===== config.mk =====
export PLATFORM = sky130hd
export DESIGN_NAME = store_lane_packer_flat
export DESIGN_NICKNAME = d
export VERILOG_FILES = /design/src/rtl/store_lane_packer_pkg.sv /design/src/rtl/store_lane_packer_if.sv /design/src/rtl/store_lane_packer_lane_shifter.sv /design/src/rtl/store_lane_packer.sv /design/src/flat_wrapper.sv
export SDC_FILE = /design/constraint.sdc
export NUM_CORES = 1
export LEC_CHECK = 0
export CORE_UTILIZATION = 45
export CTS_BUF_LIST = sky130_fd_sc_hd__clkbuf_16
export DETAILED_ROUTE_END_ITERATION = 6
export PLACE_DENSITY = 0.95
export SLEW_MARGIN = 20
export SYNTH_ARGS = -nofsm -noshare
export SYNTH_HDL_FRONTEND = slang
export SYNTH_SLANG_ARGS = --single-unit

===== constraint.sdc =====
create_clock -name clk -period 3.1 [get_ports clk]
set_input_delay 0.465 -clock clk [delete_from_list [all_inputs] [get_ports clk]]
set_output_delay 0.465 -clock clk [all_outputs]
set_load 0.05 [all_outputs]

===== src/rtl/store_lane_packer_pkg.sv =====
// Shared types for the store lane packer: size encodings, FSM states, lane mask helper.
// MISALIGN_SPLIT_EN adds the SPLIT state used to issue word-crossing stores as two beats.
package store_pkg;

    localparam int DATA_W    = 32;
    localparam int NUM_LANES = DATA_W / 8;

    typedef enum logic [1:0] {
        SZ_BYTE = 2'b00,
        SZ_HALF = 2'b01,
        SZ_WORD = 2'b10,
        SZ_RSVD = 2'b11
    } size_e;

`ifdef MISALIGN_SPLIT_EN
    typedef enum logic [1:0] {
        ST_IDLE  = 2'b00,
        ST_HOLD  = 2'b01,
        ST_SPLIT = 2'b10
    } state_e;
`else
    typedef enum logic [1:0] {
        ST_IDLE = 2'b00,
        ST_HOLD = 2'b01
    } state_e;
`endif

    // Lane mask of a store placed at offset 0; reserved sizes enable nothing.
    function automatic logic [NUM_LANES-1:0] base_mask(input size_e size);
        case (size)
            SZ_BYTE: base_mask = 4'b0001;
            SZ_HALF: base_mask = 4'b0011;
            SZ_WORD: base_mask = 4'b1111;
            default: base_mask = 4'b0000;
        endcase
    endfunction

endpackage


===== src/rtl/store_lane_packer_if.sv =====
// Request (EX/MEM side) and beat (data-memory side) handshake bundles for the store lane packer.
interface store_in_if #(parameter int ADDR_W = 32);
    logic              in_valid;
    logic              in_ready;
    logic [ADDR_W-1:0] in_addr;
    logic [31:0]       in_data;
    logic [1:0]        in_size;

    modport master (output in_valid, in_addr, in_data, in_size, input in_ready);
    modport slave  (input in_valid, in_addr, in_data, in_size, output in_ready);
endinterface

interface store_out_if #(parameter int ADDR_W = 32);
    logic              out_valid;
    logic              out_ready;
    logic [ADDR_W-1:0] out_addr;
    logic [31:0]       out_wdata;
    logic [3:0]        out_be;
    logic              out_last;

    modport master (output out_valid, out_addr, out_wdata, out_be, out_last, input out_ready);
    modport slave  (input out_valid, out_addr, out_wdata, out_be, out_last, output out_ready);
endinterface


===== src/rtl/store_lane_packer_lane_shifter.sv =====
// Combinational lane placement: masks the register value to the store size and shifts data
// and byte enables across a 64-bit / 7-lane window so word-crossing stores stay visible.
module lane_shifter
    import store_pkg::*;
(
    input  logic [1:0]  off,
    input  size_e       size,
    input  logic [31:0] data,
    output logic [6:0]  be_full,
    output logic [63:0] wdata_full,
    output logic        crosses
);

    logic [3:0]  mask;
    logic [31:0] data_masked;

    // NOTE: every output of a combinational block is assigned before any branch, so no latch is inferred.
    always_comb begin
        mask        = base_mask(size);
        data_masked = '0;
        for (int i = 0; i < NUM_LANES; i++) begin
            data_masked[8*i +: 8] = mask[i] ? data[8*i +: 8] : 8'h00;
        end
        be_full    = {3'b000, mask} << off;
        wdata_full = {32'h0, data_masked} << {off, 3'b000};
        crosses    = |be_full[6:4];
    end

endmodule


===== src/rtl/store_lane_packer.sv =====
// Store lane packer: one registered stage turning a sized store into word-aligned memory beats.
// MISALIGN_SPLIT_EN: word-crossing stores are issued as two beats instead of being dropped.
module store_lane_packer
    import store_pkg::*;
#(
    parameter int ADDR_W = 32
) (
    input  logic      clk,
    input  logic      rst_n,
    store_in_if.slave  req,
    store_out_if.master rsp,
    output logic      err_misalign,
    output logic      err_size
);

    state_e            state_q, state_d;
    logic              accept, is_rsvd, load_beat0;
    logic [6:0]        be_full;
    logic [63:0]       wdata_full;
    logic              crosses;
    logic [ADDR_W-1:0] word_addr;
    size_e             size_in;

    assign size_in   = size_e'(req.in_size);
    assign is_rsvd   = (size_in == SZ_RSVD);
    assign word_addr = {req.in_addr[ADDR_W-1:2], 2'b00};
    assign accept    = req.in_valid & req.in_ready;

    lane_shifter u_lane_shifter (
        .off        (req.in_addr[1:0]),
        .size       (size_in),
        .data       (req.in_data),
        .be_full    (be_full),
        .wdata_full (wdata_full),
        .crosses    (crosses)
    );

`ifdef MISALIGN_SPLIT_EN
    logic              load_beat1;
    logic [ADDR_W-1:0] park_addr;
    logic [31:0]       park_wdata;
    logic [3:0]        park_be;
`else
    logic unused_hi_lanes;
    assign unused_hi_lanes = ^{wdata_full[63:32], be_full[6:4]};
`endif

    always_comb begin
        state_d      = state_q;
        load_beat0   = 1'b0;
        req.in_ready = (state_q == ST_IDLE) || ((state_q == ST_HOLD) && rsp.out_ready);
`ifdef MISALIGN_SPLIT_EN
        load_beat1   = 1'b0;
`endif
        if (accept) begin
            // Reserved sizes and (without splitting) crossing stores are consumed silently.
            if (is_rsvd) begin
                state_d = ST_IDLE;
            end else if (crosses) begin
`ifdef MISALIGN_SPLIT_EN
                state_d    = ST_SPLIT;
                load_beat0 = 1'b1;
`else
                state_d    = ST_IDLE;
`endif
            end else begin
                state_d    = ST_HOLD;
                load_beat0 = 1'b1;
            end
        end else begin
            case (state_q)
                ST_HOLD: if (rsp.out_ready) state_d = ST_IDLE;
`ifdef MISALIGN_SPLIT_EN
                ST_SPLIT: if (rsp.out_ready) begin
                    state_d    = ST_HOLD;
                    load_beat1 = 1'b1;
                end
`endif
                default: state_d = state_q;
            endcase
        end
    end

    // NOTE: sequential state uses non-blocking assignments so all registers update from pre-edge values.
    always_ff @(posedge clk or negedge rst_n) begin
        if (!rst_n) begin
            state_q <= ST_IDLE;
        end else begin
            state_q <= state_d;
        end
    end

    always_ff @(posedge clk or negedge rst_n) begin
        if (!rst_n) begin
            rsp.out_addr  <= '0;
            rsp.out_wdata <= '0;
            rsp.out_be    <= '0;
            rsp.out_last  <= 1'b0;
            err_size      <= 1'b0;
            err_misalign  <= 1'b0;
`ifdef MISALIGN_SPLIT_EN
            park_addr     <= '0;
            park_wdata    <= '0;
            park_be       <= '0;
`endif
        end else begin
            err_size <= accept & is_rsvd;
`ifdef MISALIGN_SPLIT_EN
            err_misalign <= 1'b0;
`else
            err_misalign <= accept & ~is_rsvd & crosses;
`endif
            if (load_beat0) begin
                rsp.out_addr  <= word_addr;
                rsp.out_wdata <= wdata_full[31:0];
                rsp.out_be    <= be_full[3:0];
                rsp.out_last  <= ~crosses;
`ifdef MISALIGN_SPLIT_EN
                park_addr     <= word_addr + ADDR_W'(4);
                park_wdata    <= wdata_full[63:32];
                park_be       <= {1'b0, be_full[6:4]};
`endif
            end
`ifdef MISALIGN_SPLIT_EN
            if (load_beat1) begin
                rsp.out_addr  <= park_addr;
                rsp.out_wdata <= park_wdata;
                rsp.out_be    <= park_be;
                rsp.out_last  <= 1'b1;
            end
`endif
        end
    end

    assign rsp.out_valid = (state_q != ST_IDLE);

endmodule


===== src/flat_wrapper.sv =====
// flat-port wrapper written by rule: the top's interface ports become plain ports
module store_lane_packer_flat import store_pkg::*;
#(
    parameter int ADDR_W = 32
)
  (clk, rst_n, err_misalign, err_size, req_in_valid, req_in_addr, req_in_data, req_in_size, req_in_ready, rsp_out_valid, rsp_out_addr, rsp_out_wdata, rsp_out_be, rsp_out_last, rsp_out_ready);
  store_in_if #(.ADDR_W(ADDR_W)) req_i ();
  store_out_if #(.ADDR_W(ADDR_W)) rsp_i ();
  input  logic clk;
  input  logic rst_n;
  output logic err_misalign;
  output logic err_size;
  input wire logic [$bits(req_i.in_valid)-1:0] req_in_valid;
  input wire logic [$bits(req_i.in_addr)-1:0] req_in_addr;
  input wire logic [$bits(req_i.in_data)-1:0] req_in_data;
  input wire logic [$bits(req_i.in_size)-1:0] req_in_size;
  output wire logic [$bits(req_i.in_ready)-1:0] req_in_ready;
  output wire logic [$bits(rsp_i.out_valid)-1:0] rsp_out_valid;
  output wire logic [$bits(rsp_i.out_addr)-1:0] rsp_out_addr;
  output wire logic [$bits(rsp_i.out_wdata)-1:0] rsp_out_wdata;
  output wire logic [$bits(rsp_i.out_be)-1:0] rsp_out_be;
  output wire logic [$bits(rsp_i.out_last)-1:0] rsp_out_last;
  input wire logic [$bits(rsp_i.out_ready)-1:0] rsp_out_ready;
  assign req_i.in_valid = req_in_valid;
  assign req_i.in_addr = req_in_addr;
  assign req_i.in_data = req_in_data;
  assign req_i.in_size = req_in_size;
  assign req_in_ready = req_i.in_ready;
  assign rsp_out_valid = rsp_i.out_valid;
  assign rsp_out_addr = rsp_i.out_addr;
  assign rsp_out_wdata = rsp_i.out_wdata;
  assign rsp_out_be = rsp_i.out_be;
  assign rsp_out_last = rsp_i.out_last;
  assign rsp_i.out_ready = rsp_out_ready;
  store_lane_packer #(.ADDR_W(ADDR_W)) u_core (.clk(clk), .rst_n(rst_n), .req(req_i), .rsp(rsp_i), .err_misalign(err_misalign), .err_size(err_size));
endmodule

==> impl_metrics.env, run 1 <==
export IMPL_yosys_most_used_dff="dfrtp_1"
export IMPL_postLayoutCoreUtil_pct=73.7
export IMPL_synth_top_area_share_pct=53.9
export IMPL_synth_area_leader_cell="dfrtp_1"
export IMPL_fmax_mhz=419
export IMPL_synth_edff_count=0
export IMPL_first_iter_violations=175
export IMPL_wl_per_cell_um=17.8
export IMPL_cp_top_family="buffers and inverters"
export IMPL_dp_hpwl_mm=6.47
export IMPL_synth_area_per_cell_sq_um=12.4
export IMPL_wl_met2_mm=4.70
export IMPL_endpoint_kind="output port"
export IMPL_antenna_found_initial=0
export IMPL_ff2ff_path_depth=5
export IMPL_fin_skew_ns=0.00612
export IMPL_path_clk_slew_ns=0.06
export IMPL_async_flop_share_pct=100
export IMPL_ant_nets=0
export IMPL_hold_class="input port to asynchronous set/reset pin"
export IMPL_worst_slack_ns=0.713
export IMPL_cts_root_buffer="clkbuf_16"
export IMPL_io_pins=143
export IMPL_firstDrtPassIters=4
export IMPL_setup_viol=0
export IMPL_fin_area_sq_um=5060
export IMPL_netlist_area_sq_um=3250
export IMPL_finalCriticalPeriod_ns=2.39
export IMPL_postCtsSetupBuffers=0
export IMPL_drive_gt1_share_pct=15.1
export IMPL_slowest_stage="clkdlybuf4s50_1"
export IMPL_hold_viol=0
export IMPL_startpoint_type="input port"
export IMPL_status="completed"
export IMPL_avgViaCountPerCell=5.18
export IMPL_die_area_sq_um=7560
export IMPL_grt_usage_pct=24.7
export IMPL_ff2ff_setup_slack_ns=1.31
export IMPL_wl_met1_mm=3.54
export IMPL_rsz0062_at_grt="no"
export IMPL_worst_ir_drop_vdd_mv=0.423
export IMPL_slew_headroom_pct=42.0
export IMPL_clock_sinks=70
export IMPL_yosysMostFrequentCell="dfrtp_1"
export IMPL_synthTopCellsByCount="70 x dfrtp_1, 35 x mux2_2, 29 x mux2i_1"
export IMPL_yosys_warnings=0
export IMPL_worst_pin_slew_ns=0.870
export IMPL_fp_dieH_um=87.0
export IMPL_clkLatencyLatePin_ns=0.32
export IMPL_cp_max_fo=4
export IMPL_syn_inst=263
export IMPL_routed_wl_mm=8.98
export IMPL_htree_levels=3
export IMPL_cts_buffers=9
export IMPL_start_util_pct=47.3
export IMPL_ys_ff_latch=70
export IMPL_area_delta_synth_final_pct=55.7
export IMPL_cts_repair_resized=0
export IMPL_cp_arrival_ns=1.92
export IMPL_synth_cell_types=34
export IMPL_cts_tree="done"
export IMPL_grt_pass1_vias=2807
export IMPL_fillers=476
export IMPL_r2r_start="u_core.state_q[0]"
export IMPL_powerDensity_nw_per_um2=742
export IMPL_dp_slack_ns=0.470
export IMPL_fin_hold_ws_ns=0.337
export IMPL_gr_total_overflow=0
export IMPL_grt_pass1_wl_mm=14.0
export IMPL_cap_violations=0
export IMPL_crit_type="input port to output port"
export IMPL_tns_ns=0
export IMPL_rows=30
export IMPL_io_buffer_count=140
export IMPL_slew_viol_final=0
export IMPL_grt_max_degree=71
export IMPL_die_x_um=87.0
export IMPL_place_area_sq_um=4740
export IMPL_top_layer_used="met4"
export IMPL_globalplace_congestion=0.897
export IMPL_path_cells="clkdlybuf4s50_1 > nand2b_1 > clkdlybuf4s50_1"
export IMPL_drc=0
export IMPL_worstPathRequired_ns=2.63
export IMPL_wl_met3_um=529
export IMPL_seqCellArea_sq_um=1750
export IMPL_synth_area_leaders="dfrtp_1 54%, mux2_2 12%, mux2i_1 8.9%"
export IMPL_postCtsHoldBufs=0
export IMPL_vias=2619
export IMPL_multiInputGateArea_sq_um=1320
export IMPL_crit_top_cell="clkdlybuf4s50_1"
export IMPL_cp_num_cells=3
export IMPL_p_leak_uw=0.00214
export IMPL_coreArea_sq_um=6870
export IMPL_clk_path_buf_depth=2
export IMPL_crit_path_max_incr_delay_ns=0.83
export IMPL_fin_crit_sh_pct=77.0
export IMPL_yosysSeqAreaShare_pct=53.9
export IMPL_num_antenna_cells=0
export IMPL_r2r_end="u_core.rsp.out_wdata[29]"
export IMPL_nNetsFinal=477
export IMPL_timing_critical_path_buf_inv=2
-- kinds of logic after synthesis --
logic type,count (synthesis),share of synthesized area [%]
AO/OA/AOI/OAI,37,8.86
adder cells (fa/ha/maj),2,0.770
buffers and inverters,40,5.66
flip-flops,70,53.9
multiplexers,74,24.5
other,1,0.115
AND/OR/NAND/NOR,39,6.16
-- per-layer routing --
metal  up-vias  GRT usage (%)
met4         0           12.1
met2       106           42.5
met3        18           4.74
met5         -              0
li1       1201              -
met1      1294           29.6
-- layout make-up --
type	instances	area share (%)
clock buffers	9	4.45
clock inverters	7	1.88
inverters	24	1.78
multi-input cells	154	26.2
flip-flops and latches	70	34.6
well taps	96	2.37
repair buffers	146	28.7
-- sequential cells by signal, summed over array words and instances, names as in the netlist --
signal	flops
u_core.rsp.out_be	4
u_core.err_size	1
u_core.err_misalign	1
u_core.rsp.out_wdata	32
u_core.rsp.out_addr	30
u_core.state_q	1
u_core.rsp.out_last	1
-- cell usage in the layout (no fill, tap or decap), types with 3 or more instances in the layout --
cell type / Yosys / layout
nand2_1: 20 / 20
nor2b_1: 4 / 4
clkbuf_16: 0 / 9
mux2i_1: 29 / 29
a32o_1: 6 / 6
mux2_1: 10 / 10
nor3b_1: 3 / 3
dfrtp_1: 70 / 70
inv_1: 22 / 22
clkdlybuf4s50_1: 0 / 139
a21oi_1: 9 / 9
a22o_1: 7 / 7
buf_4: 5 / 5
nor2_1: 3 / 3
mux2_2: 35 / 35
o2bb2ai_1: 7 / 7
-- worst max path at each step --
stage	startpoint	end
floorplan	u_core.state_q[0]	u_core.rsp.out_addr[23]
global placement	req_in_size[0]	u_core.rsp.out_wdata[31]
detailed placement	req_in_size[0]	u_core.rsp.out_wdata[31]
CTS	rsp_out_ready	req_in_ready
global route	rsp_out_ready	req_in_ready
finish	rsp_out_ready	req_in_ready
-- per-stage QoR --
step                std cells  power (uW)
floorplan                 264        2110
global placement          490        2630
detailed placement        490        2670
CTS                       506        3780
global route              506        3890
finish                    506        3750
-- where the power goes --
group	internal [uW]	switching, uW	total (uW)	leakage [uW]
logic	543	928	1470	0.00110
clock network	707	388	1090	0.000158
registers	1090	96.8	1190	0.000877
Note: power is estimated with default switching activity, not from simulation.
==> inputs of run 2 (changes only) <==
--- a/config.mk
+++ b/config.mk
@@ -5,10 +5,10 @@
 export SDC_FILE = /design/constraint.sdc
 export NUM_CORES = 1
 export LEC_CHECK = 0
-export CORE_UTILIZATION = 45
+export CORE_UTILIZATION = 38
 export CTS_BUF_LIST = sky130_fd_sc_hd__clkbuf_16
 export DETAILED_ROUTE_END_ITERATION = 6
-export PLACE_DENSITY = 0.95
+export PLACE_DENSITY = 0.88
 export SLEW_MARGIN = 20
 export SYNTH_ARGS = -nofsm -noshare
 export SYNTH_HDL_FRONTEND = slang
==> constraint.sdc (replaced) <==
create_clock -name clk -period 2.06 [get_ports clk]
set_input_delay 0.309 -clock clk [delete_from_list [all_inputs] [get_ports clk]]
set_output_delay 0.309 -clock clk [all_outputs]
set_load 0.05 [all_outputs]
==> impl_metrics.env, run 2 (synthesized netlist as in run 1, its figures left out) <==
export IMPL_cts_root_buffer="clkbuf_16"
export IMPL_endpoint_kind="flip-flop"
export IMPL_ff2ff_path_depth=5
export IMPL_globalplace_congestion=0.893
export IMPL_largest_register="u_core.rsp.out_wdata"
export IMPL_gr_total_overflow=0
export IMPL_io_buffer_count=140
export IMPL_crit_type="input port to flip-flop"
export IMPL_start_util_pct=39.3
export IMPL_routed_wl_mm=9.43
export IMPL_grt_pass1_vias=2926
export IMPL_cap_violations=0
export IMPL_rsz0062_at_grt="no"
export IMPL_postCtsSetupBuffers=0
export IMPL_final_cells=543
export IMPL_vias=2742
export IMPL_fin_hold_ws_ns=-0.0103
export IMPL_fin_area_sq_um=5330
export IMPL_fp_dieH_um=94.5
export IMPL_num_antenna_cells=0
export IMPL_drive_gt1_share_pct=21.2
export IMPL_fmax_mhz=510
export IMPL_path_clk_slew_ns=0.06
export IMPL_io_pins=143
export IMPL_p_leak_uw=0.00229
export IMPL_cts_tree="done"
export IMPL_fin_skew_ns=0.00497
export IMPL_top_regs="u_core.rsp.out_wdata: 32 flops, u_core.rsp.out_addr: 30 flops, u_core.rsp.out_be: 4 flops"
export IMPL_cts_buffers=9
export IMPL_cp_max_fo=22
export IMPL_largest_reg_flops=32
export IMPL_setup_viol=0
export IMPL_worst_slack_ns=0.0988
export IMPL_hold_viol=11
export IMPL_startpoint_type="input port"
export IMPL_clkLatencyLatePin_ns=0.33
export IMPL_slew_headroom_pct=55.9
export IMPL_ant_nets=0
export IMPL_firstDrtPassIters=5
export IMPL_grt_max_degree=71
export IMPL_powerDensity_nw_per_um2=1070
export IMPL_cp_arrival_ns=2.17
export IMPL_slew_viol_final=0
export IMPL_htree_levels=3
export IMPL_worst_ir_drop_vdd_mv=0.479
export IMPL_fin_crit_sh_pct=95.2
export IMPL_drc=0
export IMPL_layout_common_cells="138 x clkdlybuf4s50_1, 70 x dfrtp_1, 35 x mux2_2"
export IMPL_nNetsFinal=505
export IMPL_grt_usage_pct=21.9
export IMPL_grt_pass1_wl_mm=14.6
export IMPL_failed_checks="hold timing"
export IMPL_power_total_uw=5700
export IMPL_clock_sinks=70
export IMPL_antenna_found_initial=0
export IMPL_status="finished with violations"
export IMPL_worst_pin_slew_ns=0.658
export IMPL_die_x_um=94.5
export IMPL_worstPathRequired_ns=2.27
export IMPL_hold_class="input port to asynchronous set/reset pin"
export IMPL_wl_per_cell_um=17.4
export IMPL_post_place_cells=527
export IMPL_coreArea_sq_um=8260
export IMPL_first_iter_violations=172
export IMPL_layout_commonest_cell="clkdlybuf4s50_1"
export IMPL_dp_hpwl_mm=6.87
export IMPL_dp_slack_ns=-0.260
export IMPL_place_area_sq_um=5010
export IMPL_finalCriticalPeriod_ns=1.96
export IMPL_rows=33
export IMPL_clk_path_buf_depth=2
export IMPL_avgViaCountPerCell=5.05
export IMPL_area_delta_synth_final_pct=64.2
export IMPL_die_area_sq_um=8920
==> run 2: changes by cell type in the layout (fill, tap and decap cells not counted), moves of 2 or more <==
cell	previous run	this run
buf_12	1	5
buf_4	5	30
clkinvlp_4	0	3
inv_6	2	0
==> run 2: through the flow <==
| step | TNS [ns] | utilization, % |
|---|---|---|
| after global routing | 0 | 64.6 |
| after CTS | 0 | 64.6 |
| after detailed placement | -14.55 | 60.7 |
| after global placement | -13.04 | 60.7 |
| after floorplan | 0 | - |
| final | 0 | 64.6 |
==> run 2: layout make-up <==
class                      instances  area, sq um
clock buffer                       9          225
clock inverter                     7         90.1
fill                             623         2920
inverter                          24         90.1
multi-input combinational        154         1330
sequential                        70         1750
tap                              105          131
timing repair buffer             174         1710
==> run 2: power breakdown <==
part           switching, uW  internal (uW)  total [uW]
logic                   1400            880        2280
clock network            575           1050        1620
registers                151           1640        1790
total                   2130           3570        5700
==> run 2: critical path, cell delays in order <==
cell and delay, ns:
clkdlybuf4s50_1 0.48, inv_1 0.05, ha_1 0.34, o31ai_2 0.38
nor3_4 0.11, buf_12 0.18, mux2_1 0.31
==> run 2: metal layers <==
| metal | GRT usage (%) | wire length, um | vias up |
|---|---|---|---|
| li1 | - | - | 1261 |
| met1 | 26.6 | 3850 | 1336 |
| met2 | 34.8 | 4720 | 115 |
| met3 | 5.07 | 512 | 30 |
| met4 | 14.6 | 349 | 0 |
| met5 | 0 | 0 | - |
==> run 2: final timing paths <==
check,startpoint,to,slack (ns)
setup reg to reg,u_core.state_q[0],u_core.rsp.out_addr[5],0.44
setup / recovery,req_in_size[0],u_core.rsp.out_wdata[31],0.1
max in group asynchronous,rst_n,u_core.rsp.out_wdata[19],1.76
hold / removal,rst_n,u_core.rsp.out_wdata[26],-0.01
hold reg to reg,u_core.rsp.out_last,u_core.rsp.out_last,0.47
min in group clk,u_core.rsp.out_last,u_core.rsp.out_last,0.47
==> run 2: repair_timing <==
item / CTS / global route
hold buffers: 0 / 0
hold endpoints to repair: 0 / 0
gates resized for setup: 1 / 1
gates cloned: 0 / 0
endpoints found under the setup margin: 4 / 2
